<file path="config.mk">
export PLATFORM = sky130hd
export DESIGN_NAME = toe_hdr_tx
export DESIGN_NICKNAME = d
export VERILOG_FILES = /design/src/rtl/toe_hdr_tx.sv
export SDC_FILE = /design/constraint.sdc
export NUM_CORES = 1
export LEC_CHECK = 0
export CORE_ASPECT_RATIO = 0.75
export CORE_MARGIN = 2
export CORE_UTILIZATION = 49
export DETAILED_ROUTE_END_ITERATION = 10
export PLACE_DENSITY = 0.86
export SLEW_MARGIN = 20
export SYNTH_ARGS = -nofsm -noshare
export SYNTH_HDL_FRONTEND = slang
export SYNTH_SLANG_ARGS = --single-unit
</file>
<file path="constraint.sdc">
create_clock -name clk -period 3.85 [get_ports clk]
set_input_delay 0.77 -clock clk [delete_from_list [all_inputs] [get_ports clk]]
set_output_delay 0.77 -clock clk [all_outputs]
set_load 0.05 [all_outputs]
</file>
<file path="src/rtl/toe_hdr_tx.sv">
// TCP/IPv4 header frame generator: latches connection fields, computes the IPv4
// header checksum over 10 cycles, then streams a 54-byte Ethernet+IPv4+TCP header.
module toe_hdr_tx #(
    parameter logic [7:0]  TTL    = 8'd64,
    parameter logic [15:0] WINDOW = 16'hFFFF
) (
    input  logic        clk,
    input  logic        rst,
    input  logic        start,
    input  logic [47:0] mac_dst,
    input  logic [47:0] mac_src,
    input  logic [31:0] ip_src,
    input  logic [31:0] ip_dst,
    input  logic [15:0] port_src,
    input  logic [15:0] port_dst,
    input  logic [31:0] seq,
    input  logic [31:0] ack,
    input  logic [5:0]  flags,
    output logic        busy,
    output logic        done,
    output logic [7:0]  tx_data,
    output logic        tx_valid,
    output logic        tx_sop,
    output logic        tx_eop,
    input  logic        tx_ready
);

    typedef enum logic [1:0] {
        IDLE,
        CSUM,
        SEND,
        DONE
    } state_t;

    localparam logic [5:0] LAST_BYTE = 6'd53;
    localparam logic [3:0] LAST_WORD = 4'd9;

    state_t      state_q, state_d;
    logic [5:0]  idx_q, idx_d;
    logic [3:0]  word_q, word_d;
    logic [16:0] acc_q, acc_d;
    logic [15:0] ip_id_q, ip_id_d;

    logic [47:0] mac_dst_q, mac_dst_d;
    logic [47:0] mac_src_q, mac_src_d;
    logic [31:0] ip_src_q, ip_src_d;
    logic [31:0] ip_dst_q, ip_dst_d;
    logic [15:0] port_src_q, port_src_d;
    logic [15:0] port_dst_q, port_dst_d;
    logic [31:0] seq_q, seq_d;
    logic [31:0] ack_q, ack_d;
    logic [5:0]  flags_q, flags_d;

    logic [15:0]  csum_word;
    logic [16:0]  acc_add;
    logic [16:0]  fold1;
    logic [15:0]  sum16;
    logic [15:0]  ip_csum;
    logic [431:0] frame;
    logic [8:0]   byte_msb;

    always_ff @(posedge clk or negedge rst) begin
        if (!rst) begin
            state_q    <= IDLE;
            idx_q      <= '0;
            word_q     <= '0;
            acc_q      <= '0;
            ip_id_q    <= '0;
            mac_dst_q  <= '0;
            mac_src_q  <= '0;
            ip_src_q   <= '0;
            ip_dst_q   <= '0;
            port_src_q <= '0;
            port_dst_q <= '0;
            seq_q      <= '0;
            ack_q      <= '0;
            flags_q    <= '0;
        end else begin
            state_q    <= state_d;
            idx_q      <= idx_d;
            word_q     <= word_d;
            acc_q      <= acc_d;
            ip_id_q    <= ip_id_d;
            mac_dst_q  <= mac_dst_d;
            mac_src_q  <= mac_src_d;
            ip_src_q   <= ip_src_d;
            ip_dst_q   <= ip_dst_d;
            port_src_q <= port_src_d;
            port_dst_q <= port_dst_d;
            seq_q      <= seq_d;
            ack_q      <= ack_d;
            flags_q    <= flags_d;
        end
    end

    // IPv4 header words in checksum order; the checksum field itself counts as zero.
    always_comb begin
        csum_word = 16'h0000;
        unique case (word_q)
            4'd0:    csum_word = 16'h4500;
            4'd1:    csum_word = 16'h0028;
            4'd2:    csum_word = ip_id_q;
            4'd3:    csum_word = 16'h4000;
            4'd4:    csum_word = {TTL, 8'h06};
            4'd6:    csum_word = ip_src_q[31:16];
            4'd7:    csum_word = ip_src_q[15:0];
            4'd8:    csum_word = ip_dst_q[31:16];
            4'd9:    csum_word = ip_dst_q[15:0];
            default: csum_word = 16'h0000;
        endcase
    end

    always_comb begin
        acc_add = {1'b0, acc_q[15:0]} + {1'b0, csum_word} + {16'd0, acc_q[16]};
        fold1   = {1'b0, acc_q[15:0]} + {16'd0, acc_q[16]};
        sum16   = fold1[15:0] + {15'd0, fold1[16]};
        ip_csum = ~sum16;
    end

    always_comb begin
        state_d    = state_q;
        idx_d      = idx_q;
        word_d     = word_q;
        acc_d      = acc_q;
        ip_id_d    = ip_id_q;
        mac_dst_d  = mac_dst_q;
        mac_src_d  = mac_src_q;
        ip_src_d   = ip_src_q;
        ip_dst_d   = ip_dst_q;
        port_src_d = port_src_q;
        port_dst_d = port_dst_q;
        seq_d      = seq_q;
        ack_d      = ack_q;
        flags_d    = flags_q;

        unique case (state_q)
            IDLE: begin
                if (start) begin
                    state_d    = CSUM;
                    idx_d      = '0;
                    word_d     = '0;
                    acc_d      = '0;
                    mac_dst_d  = mac_dst;
                    mac_src_d  = mac_src;
                    ip_src_d   = ip_src;
                    ip_dst_d   = ip_dst;
                    port_src_d = port_src;
                    port_dst_d = port_dst;
                    seq_d      = seq;
                    ack_d      = ack;
                    flags_d    = flags;
                end
            end
            CSUM: begin
                acc_d = acc_add;
                if (word_q == LAST_WORD) begin
                    state_d = SEND;
                    word_d  = '0;
                end else begin
                    word_d = word_q + 4'd1;
                end
            end
            SEND: begin
                if (tx_ready) begin
                    if (idx_q == LAST_BYTE) begin
                        state_d = DONE;
                        idx_d   = '0;
                    end else begin
                        idx_d = idx_q + 6'd1;
                    end
                end
            end
            DONE: begin
                state_d = IDLE;
                ip_id_d = ip_id_q + 16'd1;
            end
        endcase
    end

    // Whole header as one big-endian vector; byte 0 occupies the top 8 bits.
    always_comb begin
        frame = {mac_dst_q, mac_src_q, 16'h0800,
                 32'h4500_0028, ip_id_q, 16'h4000, TTL, 8'h06, ip_csum,
                 ip_src_q, ip_dst_q,
                 port_src_q, port_dst_q, seq_q, ack_q,
                 8'h50, 2'b00, flags_q, WINDOW, 16'h0000, 16'h0000};
        byte_msb = 9'd431 - {idx_q, 3'b000};
    end

    always_comb begin
        busy     = (state_q != IDLE);
        done     = (state_q == DONE);
        tx_valid = (state_q == SEND);
        tx_sop   = tx_valid && (idx_q == 6'd0);
        tx_eop   = tx_valid && (idx_q == LAST_BYTE);
        tx_data  = tx_valid ? frame[byte_msb -: 8] : 8'h00;
    end

endmodule

</file>
==> load_flow_metrics.sql <==
INSERT INTO impl_metrics (metric_group, metric, value, unit) VALUES
('worst_setup_path', 'timing.critical_path.cells', 'ha_4, buf_4, nand2_1, nor3_1, nor2_2, or4_1, a21boi_1, xor2_1, nor2_1, o22a_1, buf_12', ''),
('drt', 'viasPerCell', '6.00', ''),
('logic_synthesis', 'syn_area', '16300', 'um2'),
('drt', 'detailroute.via_count', '12800', ''),
('drt', 'post-route-drc-count', '0', ''),
('sta', 'transition_time_at_the_pin_with_the_least_slew_margin', '967', 'ps'),
('clock_tree', 'cts-buffers-inserted', '31', ''),
('global_route', 'grt.overflow.total', '0', ''),
('logic_synthesis', 'post_syn_instances', '1346', ''),
('logic_synthesis', 'synth_seq_area_share', '47.1', '%'),
('clock_tree', 'cts-htree-levels', '1', ''),
('global_route', 'grt_pass1_vias', '13300', ''),
('logic_synthesis', 'synth_cell_type_count', '69', ''),
('floorplanning', 'placement_rows', '57', ''),
('worst_setup_path', 'worst_path_largest_cell_delay', '540', 'ps'),
('logic_synthesis', 'yosys.area.top_type_share', '47.1', '%'),
('sta', 'relSlewSlack', '35.5', '%'),
('worst_setup_path', 'worst_r2r_endpoint', 'acc_q[14]', ''),
('pwr', 'total_power', '16700', 'uW'),
('logic_synthesis', 'synth_area_per_cell', '12.1', 'um2'),
('global_route', 'grt_start_max_net_pins', '94', ''),
('floorplanning', 'die-height', '162', 'um'),
('logic_synthesis', 'synth.top_cells.by_area', 'dfrtp_1, mux2_2, mux4_2', ''),
('floorplanning', 'core', '32600', 'um2'),
('worst_setup_path', 'worstSetupStartpointType', 'flip-flop', ''),
('worst_setup_path', 'crit_arrival', '3470', 'ps'),
('sta', 'min_period_over_period', '110', '%'),
('worst_setup_path', 'worstPathMaxFanout', '7', ''),
('pwr', 'leakagePower', '0.00884', 'uW'),
('global_route', 'grt_antenna_before_repair', '4', ''),
('logic_synthesis', 'asyncSetResetFlopFracSynth', '100', '%'),
('sta', 'setup_ws', '-393', 'ps'),
('clock_tree', 'postCtsHoldBufs', '0', ''),
('floorplanning', 'ios', '279', ''),
('logic_synthesis', 'ys_warn_count', '0', ''),
('drt', 'first_iter_violations', '1184', ''),
('final_layout', 'syn2layout_area_growth', '33.0', '%'),
('final_layout', 'fill_cells', '2344', ''),
('worst_setup_path', 'critPathRequiredTime', '3080', 'ps'),
('logic_synthesis', 'synth_enable_flop_cells', '0', ''),
('drt', 'routed_wl', '50.6', 'mm'),
('sta', 'holdWs', '221', 'ps'),
('sta', 'final_max_slew_viol_count', '0', ''),
('floorplanning', 'die_w', '215', 'um'),
('sta', 'setup_viol', '8', ''),
('run_status', 'run_status', 'finished, violations left', ''),
('sta', 'setup_repair_after_global_routing_missed_its_margin', 'yes', ''),
('clock_tree', 'cts.root.buffer_cell', 'clkbuf_16', ''),
('logic_synthesis', 'library_cell_occupying_the_most_area_in_the_post_synthesis_netlist', 'dfrtp_1', ''),
('drt', 'routed_wire_length_per_instance', '23.6', 'um'),
('clock_tree', 'clock_sinks', '307', ''),
('worst_setup_path', 'r2r-start', 'word_q[0]', ''),
('worst_setup_path', 'setup.worst_path.class', 'reg -> out', ''),
('clock_tree', 'clk_transition_reported_paths', '60', 'ps'),
('global_route', 'gr-usage-all-layers', '29.0', '%'),
('run_status', 'violations', 'setup timing', ''),
('clock_tree', 'tritoncts', 'done', ''),
('placed_design', 'gp_routability_congestion', '0.987', ''),
('worst_setup_path', 'slowest_stage', 'or4_1', ''),
('min_path', 'hold_class', 'in -> async', ''),
('sta', 'hold_violations', '0', ''),
('final_layout', 'drive_gt1_share', '31.7', '%'),
('floorplanning', 'initial_utilization', '50.0', '%'),
('final_layout', 'final_cell_mix', 'dfrtp_1, clkdlybuf4s50_1, mux2_2', ''),
('logic_synthesis', 'ys_seq_elements', '307', ''),
('final_layout', 'net_total_in_the_final_layout', '1974', ''),
('pwr', 'power_density', '770', 'nW/um2'),
('logic_synthesis', 'synth_top_flop_cell', 'dfrtp_1', ''),
('clock_tree', 'clkLatencyLatePin', '600', 'ps'),
('placed_design', 'port_buffers', '278', ''),
('floorplanning', 'design.die.area', '34800', 'um2');
-- critical path: cells and delay by family, from the launching register on --
kind | cells | cell delay [ps]
AOI/OAI and AO/OA | 2 | 420
adders and majority gates | 1 | 190
and+or+nand+nor | 5 | 1380
buffers and inverters | 2 | 290
xor gates and xnor gates | 1 | 170
DFF | 1 | 420
-- how the worst max path moves through the flow --
stage	start	end	depth (start not counted)
finish	acc_q[0]	tx_data[3]	11
CTS	acc_q[16]	tx_data[3]	14
detailed placement	acc_q[16]	tx_data[6]	16
floorplan	idx_q[1]	tx_data[0]	12
global placement	acc_q[16]	tx_data[6]	15
global route	acc_q[0]	tx_data[3]	13
-- logic make-up (layout without fill, tap and decap cells) --
group,Yosys count,after routing,share of synthesized area (%)
XOR/XNOR,51,51,2.74
AND/OR/NAND/NOR,269,269,8.07
adder cells (fa/ha/maj),34,34,2.70
buffers and inverters,111,461,2.69
other,0,1,0
AO/OA/AOI/OAI,227,227,9.31
flip-flops,307,307,47.1
multiplexers,347,347,27.4
-- cell type report --
cell class | instances | area [um2] | share of cell area [%]
clock inverters | 12 | 136 | 0.629
repair buffers | 380 | 3790 | 17.5
flip-flops and latches | 307 | 7690 | 35.5
well taps | 442 | 553 | 2.55
diodes | 1 | 2.50 | 0.0115
multi-input cells | 928 | 8550 | 39.4
clock buffers | 43 | 871 | 4.01
inverters | 26 | 100 | 0.461
-- metal layers --
layer / track usage [%] / vias to the layer above / share of wire, %
met4: 7.32 / 6 / 2.5
met2: 45.1 / 606 / 46
met3: 8.65 / 88 / 9.7
met5: 1.39 / - / 0.16
met1: 40.1 / 6475 / 42
li1: - / 5668 / -
-- power breakdown --
part           switching, uW  internal [uW]
combinational           3740           3990
sequential              1150           4780
clock                   1320           1710
-- sequential cells by signal, indices dropped and copies added (netlist names) --
name,flops
mac_dst_q,48
mac_src_q,48
ack_q,32
ip_dst_q,32
ip_src_q,32
seq_q,32
acc_q,17
ip_id_q,16
port_dst_q,16
port_src_q,16
flags_q,6
idx_q,6
word_q,4
state_q,2
-- synth_stat cells, drive strengths merged (4+ instances only) --
cell	count
dfrtp	307
mux2	264
nand2	90
clkbuf	65
o21ai	58
nor2	56
mux4	53
a21oi	39
nand3	34
ha	32
mux2i	30
xnor2	28
inv	25
nor3	24
xor2	23
a22oi	21
a31oi	21
buf	20
a311oi	15
and3	13
nand4	11
o211ai	11
nor2b	9
nand2b	8
a211oi	7
nor4	7
a21o	6
o31ai	6
a222oi	5
o21a	5
a21boi	4
o221ai	4
-- what timing repair did --
| item | CTS | global route |
|---|---|---|
| setup endpoints to repair | 8 | 11 |
| gates resized for setup | 31 | 19 |
| setup buffers | 9 | 6 |
| pin swaps | 22 | 9 |
-- metrics by stage --
stage	instances	setup TNS (ps)	instance area, um2	utilization (%)	worst slack [ps]
global route	2138	-2730	21700	66.5	-471
global placement	2069	0	20300	62.4	91.7
detailed placement	2069	0	20300	62.4	8.81
finish	2139	-1870	21700	66.6	-393
CTS	2133	-2060	21600	66.2	-393
floorplan	1346	0	16400	-	10.0
Note: power is estimated with default switching activity, not from simulation.
